### config.mk
export PLATFORM = sky130hd
export DESIGN_NAME = uart_tx_arbiter
export DESIGN_NICKNAME = d
export VERILOG_FILES = /design/src/rtl/uart_tx_arbiter.sv
export SDC_FILE = /design/constraint.sdc
export NUM_CORES = 1
export LEC_CHECK = 0
export ABC_AREA = 1
export BUFFER_PORTS_ARGS = -buffer_cell sky130_fd_sc_hd__buf_4
export CAP_MARGIN = 20
export CORE_MARGIN = 2
export CORE_UTILIZATION = 48
export DETAILED_ROUTE_END_ITERATION = 8
export GPL_ROUTABILITY_DRIVEN = 0
export PLACE_DENSITY = 0.81
export SYNTH_ARGS = -nofsm -noshare
export SYNTH_HDL_FRONTEND = slang
export SYNTH_SLANG_ARGS = --single-unit
export TNS_END_PERCENT = 5
### constraint.sdc
create_clock -name clock -period 2.4 [get_ports clock]
set_clock_uncertainty 0.1 [all_clocks]
set_input_delay 0.48 -clock clock [delete_from_list [all_inputs] [get_ports clock]]
set_output_delay 0.48 -clock clock [all_outputs]
set_load 0.03 [all_outputs]
### src/rtl/uart_tx_arbiter.sv
// uart_tx_arbiter
// Round-robin arbiter that lets several requesters share one UART transmitter.
// A granted requester's byte and baud select are latched and handed to the
// transmitter with a one-cycle start pulse. The handshake then waits for the
// transmitter to go active and to report done. A watchdog drops the transfer
// if the transmitter never goes active. After done, the arbiter waits for the
// UART to go quiet before it grants again.

module uart_tx_arbiter #(
  parameter int NUM_REQ     = 4,
  parameter int ACT_TIMEOUT = 16
) (
  input  logic                   clock,
  input  logic                   reset,
  input  logic [NUM_REQ-1:0]     req,
  input  logic [8*NUM_REQ-1:0]   req_data,
  input  logic [3*NUM_REQ-1:0]   req_baud,
  output logic [NUM_REQ-1:0]     ack,
  output logic [NUM_REQ-1:0]     done,
  output logic                   busy,
  output logic [2:0]             owner,
  output logic                   tx_start,
  output logic [7:0]             tx_byte,
  output logic [2:0]             tx_baud_sel,
  input  logic                   tx_active,
  input  logic                   tx_done,
  output logic                   timeout_err
);

  localparam int CNT_W = (ACT_TIMEOUT > 1) ? $clog2(ACT_TIMEOUT) : 1;
  localparam logic [CNT_W-1:0] CNT_LAST = CNT_W'(ACT_TIMEOUT - 1);

  typedef enum logic [2:0] {
    IDLE,
    ISSUE,
    WAIT_ACT,
    WAIT_DONE,
    RECOVER
  } state_t;

  state_t             state;
  logic [2:0]         last_grant;
  logic [CNT_W-1:0]   act_cnt;

  logic [NUM_REQ-1:0] req_rot;
  logic               grant_valid;
  logic [2:0]         grant_idx;
  logic [NUM_REQ-1:0] grant_onehot;
  logic [7:0]         grant_data;
  logic [2:0]         grant_baud;
  logic [NUM_REQ-1:0] owner_onehot;

  // Rotate the request vector so bit 0 is the requester right after the last
  // grant, then take the lowest set bit and map it back to a real index.
  always_comb begin
    req_rot     = NUM_REQ'({req, req} >> (int'(last_grant) + 1));
    grant_valid = 1'b0;
    grant_idx   = 3'd0;
    for (int k = NUM_REQ - 1; k >= 0; k--) begin
      if (req_rot[k]) begin
        grant_valid = 1'b1;
        grant_idx   = 3'((int'(last_grant) + 1 + k) % NUM_REQ);
      end
    end
  end

  // Select the winner's byte and baud select and build its ack vector.
  always_comb begin
    grant_onehot = '0;
    grant_data   = 8'd0;
    grant_baud   = 3'd0;
    for (int i = 0; i < NUM_REQ; i++) begin
      if (grant_idx == 3'(i)) begin
        grant_onehot[i] = 1'b1;
        grant_data      = req_data[8*i +: 8];
        grant_baud      = req_baud[3*i +: 3];
      end
    end
  end

  // Decode the current owner into the done vector.
  always_comb begin
    owner_onehot = '0;
    for (int i = 0; i < NUM_REQ; i++) begin
      owner_onehot[i] = (owner == 3'(i));
    end
  end

  // Transfer FSM. Every output is a register. Pulses default low each cycle.
  always_ff @(posedge clock or negedge reset) begin
    if (!reset) begin
      state       <= IDLE;
      ack         <= '0;
      done        <= '0;
      busy        <= 1'b0;
      owner       <= 3'd0;
      tx_start    <= 1'b0;
      tx_byte     <= 8'd0;
      tx_baud_sel <= 3'd0;
      timeout_err <= 1'b0;
      act_cnt     <= '0;
      last_grant  <= 3'(NUM_REQ - 1);
    end else begin
      ack         <= '0;
      done        <= '0;
      tx_start    <= 1'b0;
      timeout_err <= 1'b0;
      case (state)
        IDLE: begin
          if (grant_valid) begin
            state       <= ISSUE;
            busy        <= 1'b1;
            tx_start    <= 1'b1;
            ack         <= grant_onehot;
            owner       <= grant_idx;
            last_grant  <= grant_idx;
            tx_byte     <= grant_data;
            tx_baud_sel <= grant_baud;
          end
        end
        ISSUE: begin
          state   <= WAIT_ACT;
          act_cnt <= '0;
        end
        WAIT_ACT: begin
          if (tx_active) begin
            state <= WAIT_DONE;
          end else if (act_cnt == CNT_LAST) begin
            state       <= IDLE;
            busy        <= 1'b0;
            timeout_err <= 1'b1;
          end else begin
            act_cnt <= act_cnt + 1'b1;
          end
        end
        WAIT_DONE: begin
          if (tx_done) begin
            state <= RECOVER;
            done  <= owner_onehot;
          end
        end
        RECOVER: begin
          if (!tx_done && !tx_active) begin
            state <= IDLE;
            busy  <= 1'b0;
          end
        end
        default: begin
          state <= IDLE;
          busy  <= 1'b0;
        end
      endcase
    end
  end

endmodule

---- Word level (Yosys, flattened, before mapping) ----
Cells that the tools add are included.
Widths: inputs -> output; s select.
word-level totals
  flip-flop bits (word level) ............. 35
  input port bits ......................... 52
  output and inout bits ................... 25
  logic and storage cells ................. 99
operators by class
  add/sub/neg operators ................... 5
  equality and inequality tests ........... 18
  shift-type cells ........................ 1
  multiplexer cells ....................... 43
  bitwise gates (word level) .............. 5
  reductions and logical operators ........ 16
operator list
  kind                   count
  $add 32x3->32 const B  2
  $mux 3                 13
  $add 32x2->32 const B  1
  $mux 8                 4
  $shr 8x32->4           1
  $mux 4                 6
  $eq 3x2->1 const B     6
  $mux 1                 17
  $pmux 3 s5             1
  $ne 2x2->1 const B     6
  $reduce_or 2->1        5
  $eq 3x1->1 const B     3
  $logic_not 3->1        3
  $pmux 4 s2             1
  $reduce_and 5->1       1
  $add 3x1->4 const B    1
  $add 4x1->4 const B    1
  $eq 4x4->1 const B     1
  $pmux 1 s4             1
  $reduce_and 4->1       1
  $and 1x1->1            3
  $eq 3x3->1 const B     1
  $ne 3x3->1 const B     1
  $reduce_and 3->1       1
  6 further kinds        7

---- Longest topological paths before layout ----
  depth after elaboration ................. 13
  gate-level depth with buffers ........... 16

---- Worst setup path before layout ----
OpenSTA, ideal clock, no wires.
  path type ............................... register to register
  start point ............................. register last_grant[0]
  end point ............................... register tx_baud_sel[2]
  setup time .............................. 0.117 ns
  arrival ................................. 1.633 ns
  required time ........................... 2.183 ns
  slack ................................... 0.551 ns
  cell stages (with the launch flop) ...... 17
  buffers on the path ..................... 1
  path through ............................ dfstp_2 > inv_2 > nand2_2 > nand2_2 > nand2_1 > o21ai_1 > inv_1 > nand2_1 > nand2_1 > nand2_4 > inv_6 > nand2_2 > buf_6 > o21ai_1 > inv_1 > nand2_1 > nand2_1
on the way
  longest elaborated chain between the ends .. 13
  elaborated cells on any way between the ends .. 30
  classes of those cells .................. 4 x add/sub; 3 x eq/ne; 1 x shift; 12 x mux; 4 x bitwise; 6 x reduce/logical
RTL lines
  item                              line  source
  start, declared                   42    logic [2:0] last_grant;
  start signal, assigned            102   last_grant <= 3'(NUM_REQ - 1);
  start signal, assigned            116   last_grant <= grant_idx;
  $add 3x1->4 (*)                   62    grant_idx = 3'((int'(last_grant) + 1 + k) % NUM_REQ);
  $add 32x3->32                     62
  $reduce_or 2->1 (no source line)  n/a
  $and 1x1->1 (no source line)      n/a
  $mux 3 (4 in a row)               60    if (req_rot[k]) begin
  $logic_not 3->1                   73    if (grant_idx == 3'(i)) begin
  $mux 3 (4 in a row)               73
  end signal, assigned              118   tx_baud_sel <= grant_baud;
  end, declared                     24    output logic [2:0] tx_baud_sel,
Mark *: on every way between the ends. The rest lies on a longest branch, timed or not.
A chain may end at the register's enable or synchronous reset.

---- Final worst setup path ----
Ends and elaborated chain as after synthesis.

==> flow_metrics.tcl <==
set metrics [dict create \
    status "finished, final reports clean" \
    synthCells 263 \
    numClockSinks 33 \
    pre_cts_ws_ns 0.228 \
    grtUsageTotal_pct 22.4 \
    synth-simple-area-share_pct 40.1 \
    grt_max_degree 34 \
    insertion_delay_ns 0.28 \
    hold_violations 0 \
    core_sq_um 3740 \
    cp_cell_sequence "inv_2 -> nand2_2 -> nand3_1 -> nand2_2 -> inv_2 -> a21oi_2 -> nand2_1 -> nand2_4 -> inv_6 -> nand2_2 -> nand4_1 -> nand2_1 -> nand2_1" \
    seq_area_frac_synth_pct 43.5 \
    reg2reg_depth 13 \
    worst_hold_path_type "primary input to asynchronous set/reset pin" \
    grt_pass1_vias 1817 \
    dieArea_sq_um 4490 \
    syn_to_final_growth_pct 34.5 \
    fp.dieH_um 67.0 \
    netlist_area_sq_um 1900 \
    timing.final.crit_share_pct 92.7 \
    synthXorXnorAreaFrac_pct 0 \
    io_buffers 75 \
    cts_buffers 5 \
    worst_pin_slew_ns 0.553 \
    antenna_found_initial 0 \
    fill_cells 327 \
    cts_max_level 2 \
    initial_core_util_pct 50.9 \
    rows 22 \
    cp_max_fo 24 \
    postCtsSetupRepairBufs 0 \
    cts_resized 0 \
    busiest_layer "met2" \
    grtUsageMet2_pct 37.5 \
    crit_slowest_cell "dfstp_2" \
    mostFrequentLayoutCell "buf_4" \
    layout.cells.non_filler 387 \
    ys_top_cells_by_area "dfrtp_1 (41%), nand2_1 (12%), nand3_1 (11%)" \
    layout_setup_ws_ns 0.176 \
    layout.nets 391 \
    synth_cell_types 29 \
    multi_input_area_sq_um 897 \
    max_freq_mhz 450 \
    maxCapViolations 0 \
    drtIter0Drc 79 \
    critPathKind "flop to flop" \
    max_stage_delay_ns 0.58 \
    start_kind "flop" \
    firstDrtPassIters 4 \
    avgViaCountPerCell 5.13 \
    io-pin-count 77 \
    overflow 0 \
    grt_pass1_wl_um 7580 \
    rsz0062_at_grt "yes" \
    ys.warnings.count 0 \
    cts_root_buf "clkbuf_8" \
    ys_seq_elements 33 \
    rr_startpoint "last_grant[0]$_DFFE_PN1P_" \
    regToRegEndpoint "tx_baud_sel[2]$_DFFE_PN0P_" \
    yosys.area.top_type_share_pct 40.7 \
    drcViolationCount 0 \
    finalSetupViolations 0 \
    cp.arrival_ns 2.30 \
    vias 1985 \
    layout-drive-gt1-share_pct 29.2 \
    antenna_cells 0 \
    cp-end-kind "flop" \
    syn_area_per_cell_sq_um 7.24 \
    ctsHoldBuffers 0 \
    finalMaxSlewViolations 0 \
    dp.cells 379 \
    path_buf_inv 3 \
    rrSetupSlack_ns 0.18 \
    layout_common_cells "buf_4 (78), nand2_1 (63), nand3_1 (43)" \
    wl_per_cell_um 12.3 \
    irDropWorstVdd_uv 859 \
    die_w_um 67.0 \
    p_leak_nw 1.38 \
    syn_nets 316 \
    synth-adder-area-share_pct 0.657 \
    place_hpwl_um 3680 \
    synth-compound-area-share_pct 6.18 \
    yosys.area.top_type "dfrtp_1" \
    final_antenna_net_count 0 \
    max_slew_margin_pct 63.0 \
    drt-total-wl_um 4750 \
    use_met1_pct 27.9 \
    synthMuxAreaShare_pct 0 \
    clk_pin_slew_ns 0.07 \
    cp.required_ns 2.48 \
    regArea_sq_um 828 \
    powerDensity_nw_per_um2 1540 \
    synth_top_family_by_area "simple AND/OR/NAND/NOR gates" \
    tritoncts "yes" \
    finalCriticalPeriod_ns 2.22 \
    clock_path_buffers 2 \
    setup_tns_ns 0 \
    crit_family "simple AND/OR/NAND/NOR gates" \
    grt_use_met3_pct 5.07 \
]
-- how the worst max path moves through the flow --
stage	slack [ns]	end	start	depth (start not counted)
2_1_floorplan	0.55	tx_baud_sel[2]$_DFFE_PN0P_	last_grant[0]$_DFFE_PN1P_	16
3_3_place_gp	0.26	tx_baud_sel[2]$_DFFE_PN0P_	last_grant[0]$_DFFE_PN1P_	13
3_5_place_dp	0.23	tx_baud_sel[2]$_DFFE_PN0P_	last_grant[0]$_DFFE_PN1P_	13
4_1_cts	0.18	tx_baud_sel[0]$_DFFE_PN0P_	last_grant[0]$_DFFE_PN1P_	9
5_1_grt	-0.008	tx_byte[3]$_DFFE_PN0P_	last_grant[0]$_DFFE_PN1P_	14
6_report	0.18	tx_baud_sel[2]$_DFFE_PN0P_	last_grant[0]$_DFFE_PN1P_	13
-- layer usage --
layer  wire (um)  share of wire [%]  up-vias
li1            -                  -     1010
met1        2020                 43      883
met2        2240                 47       85
met3         415                8.7        7
met4          67                1.4        0
met5           0                  0        -
-- flip-flops by register name, indices dropped and copies added (netlist names) --
| register | cells |
|---|---|
| tx_start | 1 |
| act_cnt | 4 |
| tx_baud_sel | 3 |
| state | 3 |
| tx_byte | 8 |
| owner | 2 |
| last_grant | 2 |
| ack | 4 |
| done | 4 |
| busy | 1 |
| timeout_err | 1 |
-- per-stage QoR --
step	area, sq um	power [mW]	hold slack, ns	util, %
global route	2560	4.27	0.0611	68.4
finish	2560	3.93	0.0274	68.4
floorplan	1900	2.94	0.0844	-
CTS	2560	3.94	0.0358	68.4
detailed placement	2480	3.54	0.345	66.3
global placement	2480	3.49	0.343	66.3
-- worst register-to-register path, cell delays in order (launching register included) --
cell	delay (ns)
dfstp_2	0.58
inv_2	0.11
nand2_2	0.10
nand3_1	0.09
nand2_2	0.10
inv_2	0.05
a21oi_2	0.09
nand2_1	0.09
nand2_4	0.23
inv_6	0.09
nand2_2	0.20
nand4_1	0.16
nand2_1	0.09
nand2_1	0.04
-- logic make-up after synthesis --
logic type                 Yosys count
and+or+nand+nor                    169
adders and majority gates            1
buffers and inverters               38
other                                1
AOI/OAI and AO/OA                   21
DFF                                 33
-- power breakdown --
part / internal [mW] / leakage (nW) / switching, mW
Sequential: 0.801 / 0.416 / 0.152
Clock: 0.206 / 0.0395 / 0.192
Combinational: 0.864 / 0.922 / 1.72
Total: 1.87 / 1.38 / 2.06
-- cells in the mapped netlist --
library cell   n
a21oi_1        3
a21oi_2        1
a31oi_1        1
and3_1         1
buf_2          4
buf_4          5
buf_6          1
conb_1         1
dfrtp_1       31
dfstp_2        2
ha_1           1
inv_1         25
inv_2          2
inv_6          1
nand2_1       63
nand2_2        7
nand2_4        1
nand3_1       43
nand3b_1       1
nand4_1        7
nor2_1        34
nor2_2         1
nor3_1         4
nor3b_1        1
nor4_1         6
o2111ai_1      1
o21ai_0       10
o21ai_1        4
o21ai_2        1
-- cell type report --
type	instances	share of cell area [%]
multi-input combinational	192	35.0
sequential	33	32.3
timing repair buffer	78	22.9
inverter	28	4.30
clock buffer	8	3.13
tap	48	2.34
(Power assumes the default switching activity.)
